[src/rtl/croc_boot_seq.sv]
// croc_boot_seq: board-level boot sequencer for the Croc FPGA top.
// Holds the SoC in reset until the clock wizard lock has been stable for
// LockStableCycles, keeps reset asserted for RstHoldCycles more, then waits
// for a debounced button press before raising fetch_en. Losing lock at any
// point drops the SoC straight back into reset.
// Optional feature: define CROC_BOOT_AUTOFETCH_EN to raise fetch_en
// automatically FetchDelayCycles after reset release instead of on a press.
module croc_boot_seq #(
  parameter int LockStableCycles = 1024,
  parameter int RstHoldCycles    = 64,
  parameter int DebounceCycles   = 100000,
  parameter int FetchDelayCycles = 16
) (
  input  logic       clk_i,
  input  logic       rst_ni,
  input  logic       pll_locked_i,
  input  logic       fetch_btn_i,
  output logic       soc_rst_no,
  output logic       fetch_en_o,
  output logic [2:0] state_o
);

  // Counter widths: just wide enough to hold the terminal count, never zero.
  localparam int LockW = (LockStableCycles > 1) ? $clog2(LockStableCycles) : 1;
  localparam int HoldW = (RstHoldCycles > 1) ? $clog2(RstHoldCycles) : 1;
  localparam int DebW  = (DebounceCycles > 1) ? $clog2(DebounceCycles) : 1;

  localparam logic [LockW-1:0] LockLast = LockW'(LockStableCycles - 1);
  localparam logic [HoldW-1:0] HoldLast = HoldW'(RstHoldCycles - 1);
  localparam logic [DebW-1:0]  DebLast  = DebW'(DebounceCycles - 1);

  // Every cycle count must be at least one, otherwise the terminal counts wrap.
  if (LockStableCycles < 1) begin : gen_bad_lock
    $error("croc_boot_seq: LockStableCycles must be >= 1");
  end
  if (RstHoldCycles < 1) begin : gen_bad_hold
    $error("croc_boot_seq: RstHoldCycles must be >= 1");
  end
  if (DebounceCycles < 1) begin : gen_bad_deb
    $error("croc_boot_seq: DebounceCycles must be >= 1");
  end
  if (FetchDelayCycles < 1) begin : gen_bad_fetch
    $error("croc_boot_seq: FetchDelayCycles must be >= 1");
  end

  typedef enum logic [2:0] {
    WAIT_LOCK  = 3'd0,
    HOLD_RST   = 3'd1,
    WAIT_FETCH = 3'd2,
    RUN        = 3'd3
  } state_e;

  logic lock_q1, lock_s;
  logic btn_q1, btn_s;

  logic            btn_d;
  logic [DebW-1:0] deb_cnt;
  logic            press;

  state_e           state_q, state_d;
  logic [LockW-1:0] lock_cnt_q, lock_cnt_d;
  logic [HoldW-1:0] hold_cnt_q, hold_cnt_d;

  // Two-flop synchronizers for the asynchronous lock flag and raw button.
  always_ff @(posedge clk_i or negedge rst_ni) begin
    if (!rst_ni) begin
      lock_q1 <= 1'b0;
      lock_s  <= 1'b0;
      btn_q1  <= 1'b0;
      btn_s   <= 1'b0;
    end else begin
      lock_q1 <= pll_locked_i;
      lock_s  <= lock_q1;
      btn_q1  <= fetch_btn_i;
      btn_s   <= btn_q1;
    end
  end

  // Debouncer: accept a new button level only after it has differed from the
  // current debounced level for DebounceCycles consecutive cycles.
  always_ff @(posedge clk_i or negedge rst_ni) begin
    if (!rst_ni) begin
      btn_d   <= 1'b0;
      deb_cnt <= '0;
    end else if (btn_s == btn_d) begin
      deb_cnt <= '0;
    end else if (deb_cnt == DebLast) begin
      btn_d   <= ~btn_d;
      deb_cnt <= '0;
    end else begin
      deb_cnt <= deb_cnt + DebW'(1);
    end
  end

`ifdef CROC_BOOT_AUTOFETCH_EN
  localparam int DelayW = (FetchDelayCycles > 1) ? $clog2(FetchDelayCycles) : 1;
  localparam logic [DelayW-1:0] DelayLast = DelayW'(FetchDelayCycles - 1);

  logic [DelayW-1:0] delay_cnt_q, delay_cnt_d;

  // The button is not needed to leave WAIT_FETCH in this build.
  assign press = 1'b0;

  // Delay counter register for the automatic fetch release.
  always_ff @(posedge clk_i or negedge rst_ni) begin
    if (!rst_ni) begin
      delay_cnt_q <= '0;
    end else begin
      delay_cnt_q <= delay_cnt_d;
    end
  end
`else
  logic btn_d_q;

  // Delayed debounced level, used to turn the rising edge into a one-cycle press.
  always_ff @(posedge clk_i or negedge rst_ni) begin
    if (!rst_ni) begin
      btn_d_q <= 1'b0;
    end else begin
      btn_d_q <= btn_d;
    end
  end

  assign press = btn_d & ~btn_d_q;
`endif

  // State and phase counter registers.
  always_ff @(posedge clk_i or negedge rst_ni) begin
    if (!rst_ni) begin
      state_q    <= WAIT_LOCK;
      lock_cnt_q <= '0;
      hold_cnt_q <= '0;
    end else begin
      state_q    <= state_d;
      lock_cnt_q <= lock_cnt_d;
      hold_cnt_q <= hold_cnt_d;
    end
  end

  // Next state: lock loss wins over everything; counters run only in their own phase.
  always_comb begin
    state_d    = state_q;
    lock_cnt_d = '0;
    hold_cnt_d = '0;
`ifdef CROC_BOOT_AUTOFETCH_EN
    delay_cnt_d = '0;
`endif
    if (state_q != WAIT_LOCK && !lock_s) begin
      state_d = WAIT_LOCK;
    end else begin
      case (state_q)
        WAIT_LOCK: begin
          if (lock_s) begin
            if (lock_cnt_q == LockLast) begin
              state_d = HOLD_RST;
            end else begin
              lock_cnt_d = lock_cnt_q + LockW'(1);
            end
          end
        end
        HOLD_RST: begin
          if (hold_cnt_q == HoldLast) begin
            state_d = WAIT_FETCH;
          end else begin
            hold_cnt_d = hold_cnt_q + HoldW'(1);
          end
        end
        WAIT_FETCH: begin
`ifdef CROC_BOOT_AUTOFETCH_EN
          if (delay_cnt_q == DelayLast) begin
            state_d = RUN;
          end else begin
            delay_cnt_d = delay_cnt_q + DelayW'(1);
          end
`else
          if (press) begin
            state_d = RUN;
          end
`endif
        end
        RUN: begin
          state_d = RUN;
        end
        default: begin
          state_d = WAIT_LOCK;
        end
      endcase
    end
  end

  // Registered output decode of the current state, one cycle behind it.
  always_ff @(posedge clk_i or negedge rst_ni) begin
    if (!rst_ni) begin
      soc_rst_no <= 1'b0;
      fetch_en_o <= 1'b0;
    end else begin
      soc_rst_no <= (state_q == WAIT_FETCH) || (state_q == RUN);
      fetch_en_o <= (state_q == RUN);
    end
  end

  assign state_o = state_q;

endmodule

[config.mk]
export PLATFORM = sky130hd
export DESIGN_NAME = croc_boot_seq
export DESIGN_NICKNAME = d
export VERILOG_FILES = /design/src/rtl/croc_boot_seq.sv
export SDC_FILE = /design/constraint.sdc
export NUM_CORES = 1
export LEC_CHECK = 0
export BUFFER_PORTS_ARGS = -buffer_cell sky130_fd_sc_hd__buf_2
export CORE_UTILIZATION = 54
export CTS_CLUSTER_SIZE = 40
export DETAILED_ROUTE_END_ITERATION = 10
export GPL_TIMING_DRIVEN = 0
export PLACE_DENSITY = 0.83
export SLEW_MARGIN = 20
export SYNTH_ARGS = -nofsm -noshare
export SYNTH_HDL_FRONTEND = slang
export SYNTH_SLANG_ARGS = --single-unit
export TNS_END_PERCENT = 20
[constraint.sdc]
create_clock -name clk_i -period 1.6 [get_ports clk_i]
set_input_delay 0.08 -clock clk_i [delete_from_list [all_inputs] [get_ports clk_i]]
set_output_delay 0.08 -clock clk_i [all_outputs]
set_load 0.005 [all_outputs]
==> impl_metrics.toml <==
[outcome]
outcome = "complete, but fails checks"
violations = "negative setup slack"

[global_routing]
grt_pass1_vias = 1237
grt_usage_pct = 19.5
grt_pass1_wl_um = 5310
grt.overflow.total = 0
grt_max_degree = 44
antenna_found_initial = 0

[floorplanning]
io_pins = 9
die_h_um = 61.6
dieArea_um2 = 3790
rows = 21
die_w_um = 61.6
core_area_um2 = 3360
start_util_pct = 57.0

[logic_synthesis]
synth_top_area_share_pct = 56.1
syn_inst = 182
synth_area_leaders = "dfrtp_1 56%, nor2_1 7.0%, xnor2_1 6.8%"
yosysTopAreaCell = "dfrtp_1"
syn_nets = 189
ys_seq_area_share_pct = 56.1
ys_ff_latch = 43
synth-main-ff-cell = "dfrtp_1"
async_reset_ff_share_pct = 100
synth_edf_count = 0
synthDistinctLibCells = 35
syn-cell-area_um2 = 1920
avgSynthCellArea_um2 = 10.5
yosysWarnings = 0

[timing]
fin_crit_ns = 1.63
timing.fmax_ghz = 0.614
slew_viol_final = 0
slew-limit-headroom_pct = 39.6
clock_skew_ns = 0.00528
fin_setup_tns_ns = -0.0444
setup_viol = 2
worst_pin_slew_ns = 0.906
rsz0062_at_grt = "true"
final_hold_viol_count = 0
finalCritPeriodShare_pct = 102
fin_ws_ns = -0.0282

[placed_design]
placed_cells = 235
place_congestion = 0.841
port_buffers = 7
placed_cell_area_um2 = 2010
dp_hpwl_um = 2260

[layout]
nets = 212
drive_gt1_share_pct = 16.5
layout_commonest_cell = "dfrtp_1"
regArea_um2 = 1080
synthToLayoutAreaGrowth_pct = 13.3
stdcell_area_um2 = 2170
fillers = 276
stdcell_count = 252
insertedDiodeCount = 0
final_cell_mix = "39 x dfrtp_1, 36 x nor2_1, 15 x xnor2_1, 15 x nand2_1"
multi_input_area_um2 = 837

[power]
max-vdd-ir-drop_mv = 0.446
p_comb_share_pct = 5.0
p_total_mw = 1.72
p_clk_share_pct = 29.7
p_per_area_nw_per_um2 = 790
switching_share_pct = 23.8
leakage_nw = 0.933
power_frac_seq_pct = 65.3
power_switching_mw = 0.409
p_int_mw = 1.31

[clock_tree]
cts_root_buffer = "clkbuf_4"
htree_levels = 2
clockBufferDepth = 2
insertion_delay_ns = 0.35
numCtsBuffers = 5
cts_tree = "built"
clock-sinks = 43
clk_pin_slew_ns = 0.12

[routing]
firstDrtPassIters = 5
viasPerCell = 5.38
wl_per_cell_um = 13.5
via_count = 1355
postRouteAntennaNets = 0
drc = 0
wirelength_um = 3390
drt-initial-drc-count = 63

[critical_path]
cp_max_fo = 4
timing.rr.start = "deb_cnt[1]"
required_ns = 1.85
reg2reg_slack_ns = -0.03
crit_arrival_ns = 1.88
rr_worst_depth = 5
path_class = "register to register"
cp-end-kind = "register"
startpoint_type = "register"
timing.rr.end = "btn_d"

[worst_hold_path]
min_from = "pll_locked_i"
holdPathStages = 2
holdPathEnd = "lock_q1"
hold_class = "primary input to register"

[run]
max_cap_viol_count = 0
synth_stat cells (all sizes together), types with 2 or more instances:
cell and number:
ha 3, nand3 11, and2 2, buf 2, nor4bb 2, inv 4, dfrtp 43, and4 2
nor4 4, a21oi 2, xor2 11, nand4 7, nor2 36, nor3 6, xnor2 15, nand2 17
through the flow:
stage	setup WS [ns]	hold WS [ns]	util [%]
global placement	-0.157	0.189	59.9
global route	-0.0709	0.355	64.6
CTS	0.000386	0.348	63.5
finish	-0.0282	0.354	64.6
floorplan	0.0158	-0.216	-
detailed placement	-0.199	0.190	59.9
registers in the layout, indices dropped and copies added, names as in the netlist:
| register | count |
|---|---|
| lock_cnt_q | 10 |
| btn_q1 | 1 |
| hold_cnt_q | 6 |
| deb_cnt | 17 |
| btn_d_q | 1 |
| lock_q1 | 1 |
| state_o | 2 |
| lock_s | 1 |
| soc_rst_no | 1 |
| btn_s | 1 |
| btn_d | 1 |
| fetch_en_o | 1 |
power by group through the flow:
stage / Combinational [mW] / Clock (mW) / Sequential [mW]
after floorplan: 0.0338 / 0 / 1.14
after global placement: 0.0622 / 0 / 1.14
after detailed placement: 0.0650 / 0 / 1.14
after CTS: 0.0825 / 0.518 / 1.12
after global routing: 0.0991 / 0.560 / 1.12
final: 0.0857 / 0.510 / 1.12
worst max-delay path by stage:
stage | startpoint | end | slack, ns | depth (start not counted)
global route | deb_cnt[8] | deb_cnt[16] | -0.07 | 4
global placement | deb_cnt[0] | deb_cnt[14] | -0.16 | 6
finish | deb_cnt[1] | btn_d | -0.03 | 5
detailed placement | deb_cnt[0] | deb_cnt[13] | -0.20 | 6
CTS | deb_cnt[0] | deb_cnt[16] | 0.0004 | 5
floorplan | deb_cnt[0] | deb_cnt[16] | 0.02 | 5
repair_timing:
item                       CTS  global route
hold endpoints to repair    45             0
gates cloned                 0             0
pin swaps                    1             2
resized for setup            4             5
setup endpoints to repair   11            11
buffers inserted             2             4
hold buffers                 3             0
layer usage:
layer	up-vias	GRT usage [%]	share of wire, %
met1	643	25.3	42
met3	14	4.41	5.5
met5	-	0	0
met4	0	9.52	2.7
met2	40	31.0	49
li1	658	-	-
worst max-delay path, stage by stage (launching register included):
cell     delay (ns)
dfrtp_1        0.42
ha_4           0.17
and4_4         0.27
nand4_1        0.19
buf_4          0.20
mux2_2         0.27
final cells by class:
cell class / instances / area share, %
Sequential cell: 43 / 49.7
Multi-Input combinational cell: 132 / 38.5
Timing Repair Buffer: 16 / 5.07
Tap cell: 46 / 2.65
Clock buffer: 6 / 1.90
Buffer: 3 / 0.864
Inverter: 4 / 0.691
Clock inverter: 2 / 0.576
cell families (layout without fill, tap and decap cells):
group,count (synthesis),in the layout,synth area share [%]
AOI/OAI and AO/OA,8,8,2.74
xor gates and xnor gates,26,26,11.9
adders and majority gates,3,3,1.96
buffers and inverters,7,31,1.63
DFF,43,43,56.1
muxes,1,1,0.587
other,1,1,0.196
and+or+nand+nor,93,93,24.9
Note: power is estimated with default switching activity, not from simulation.
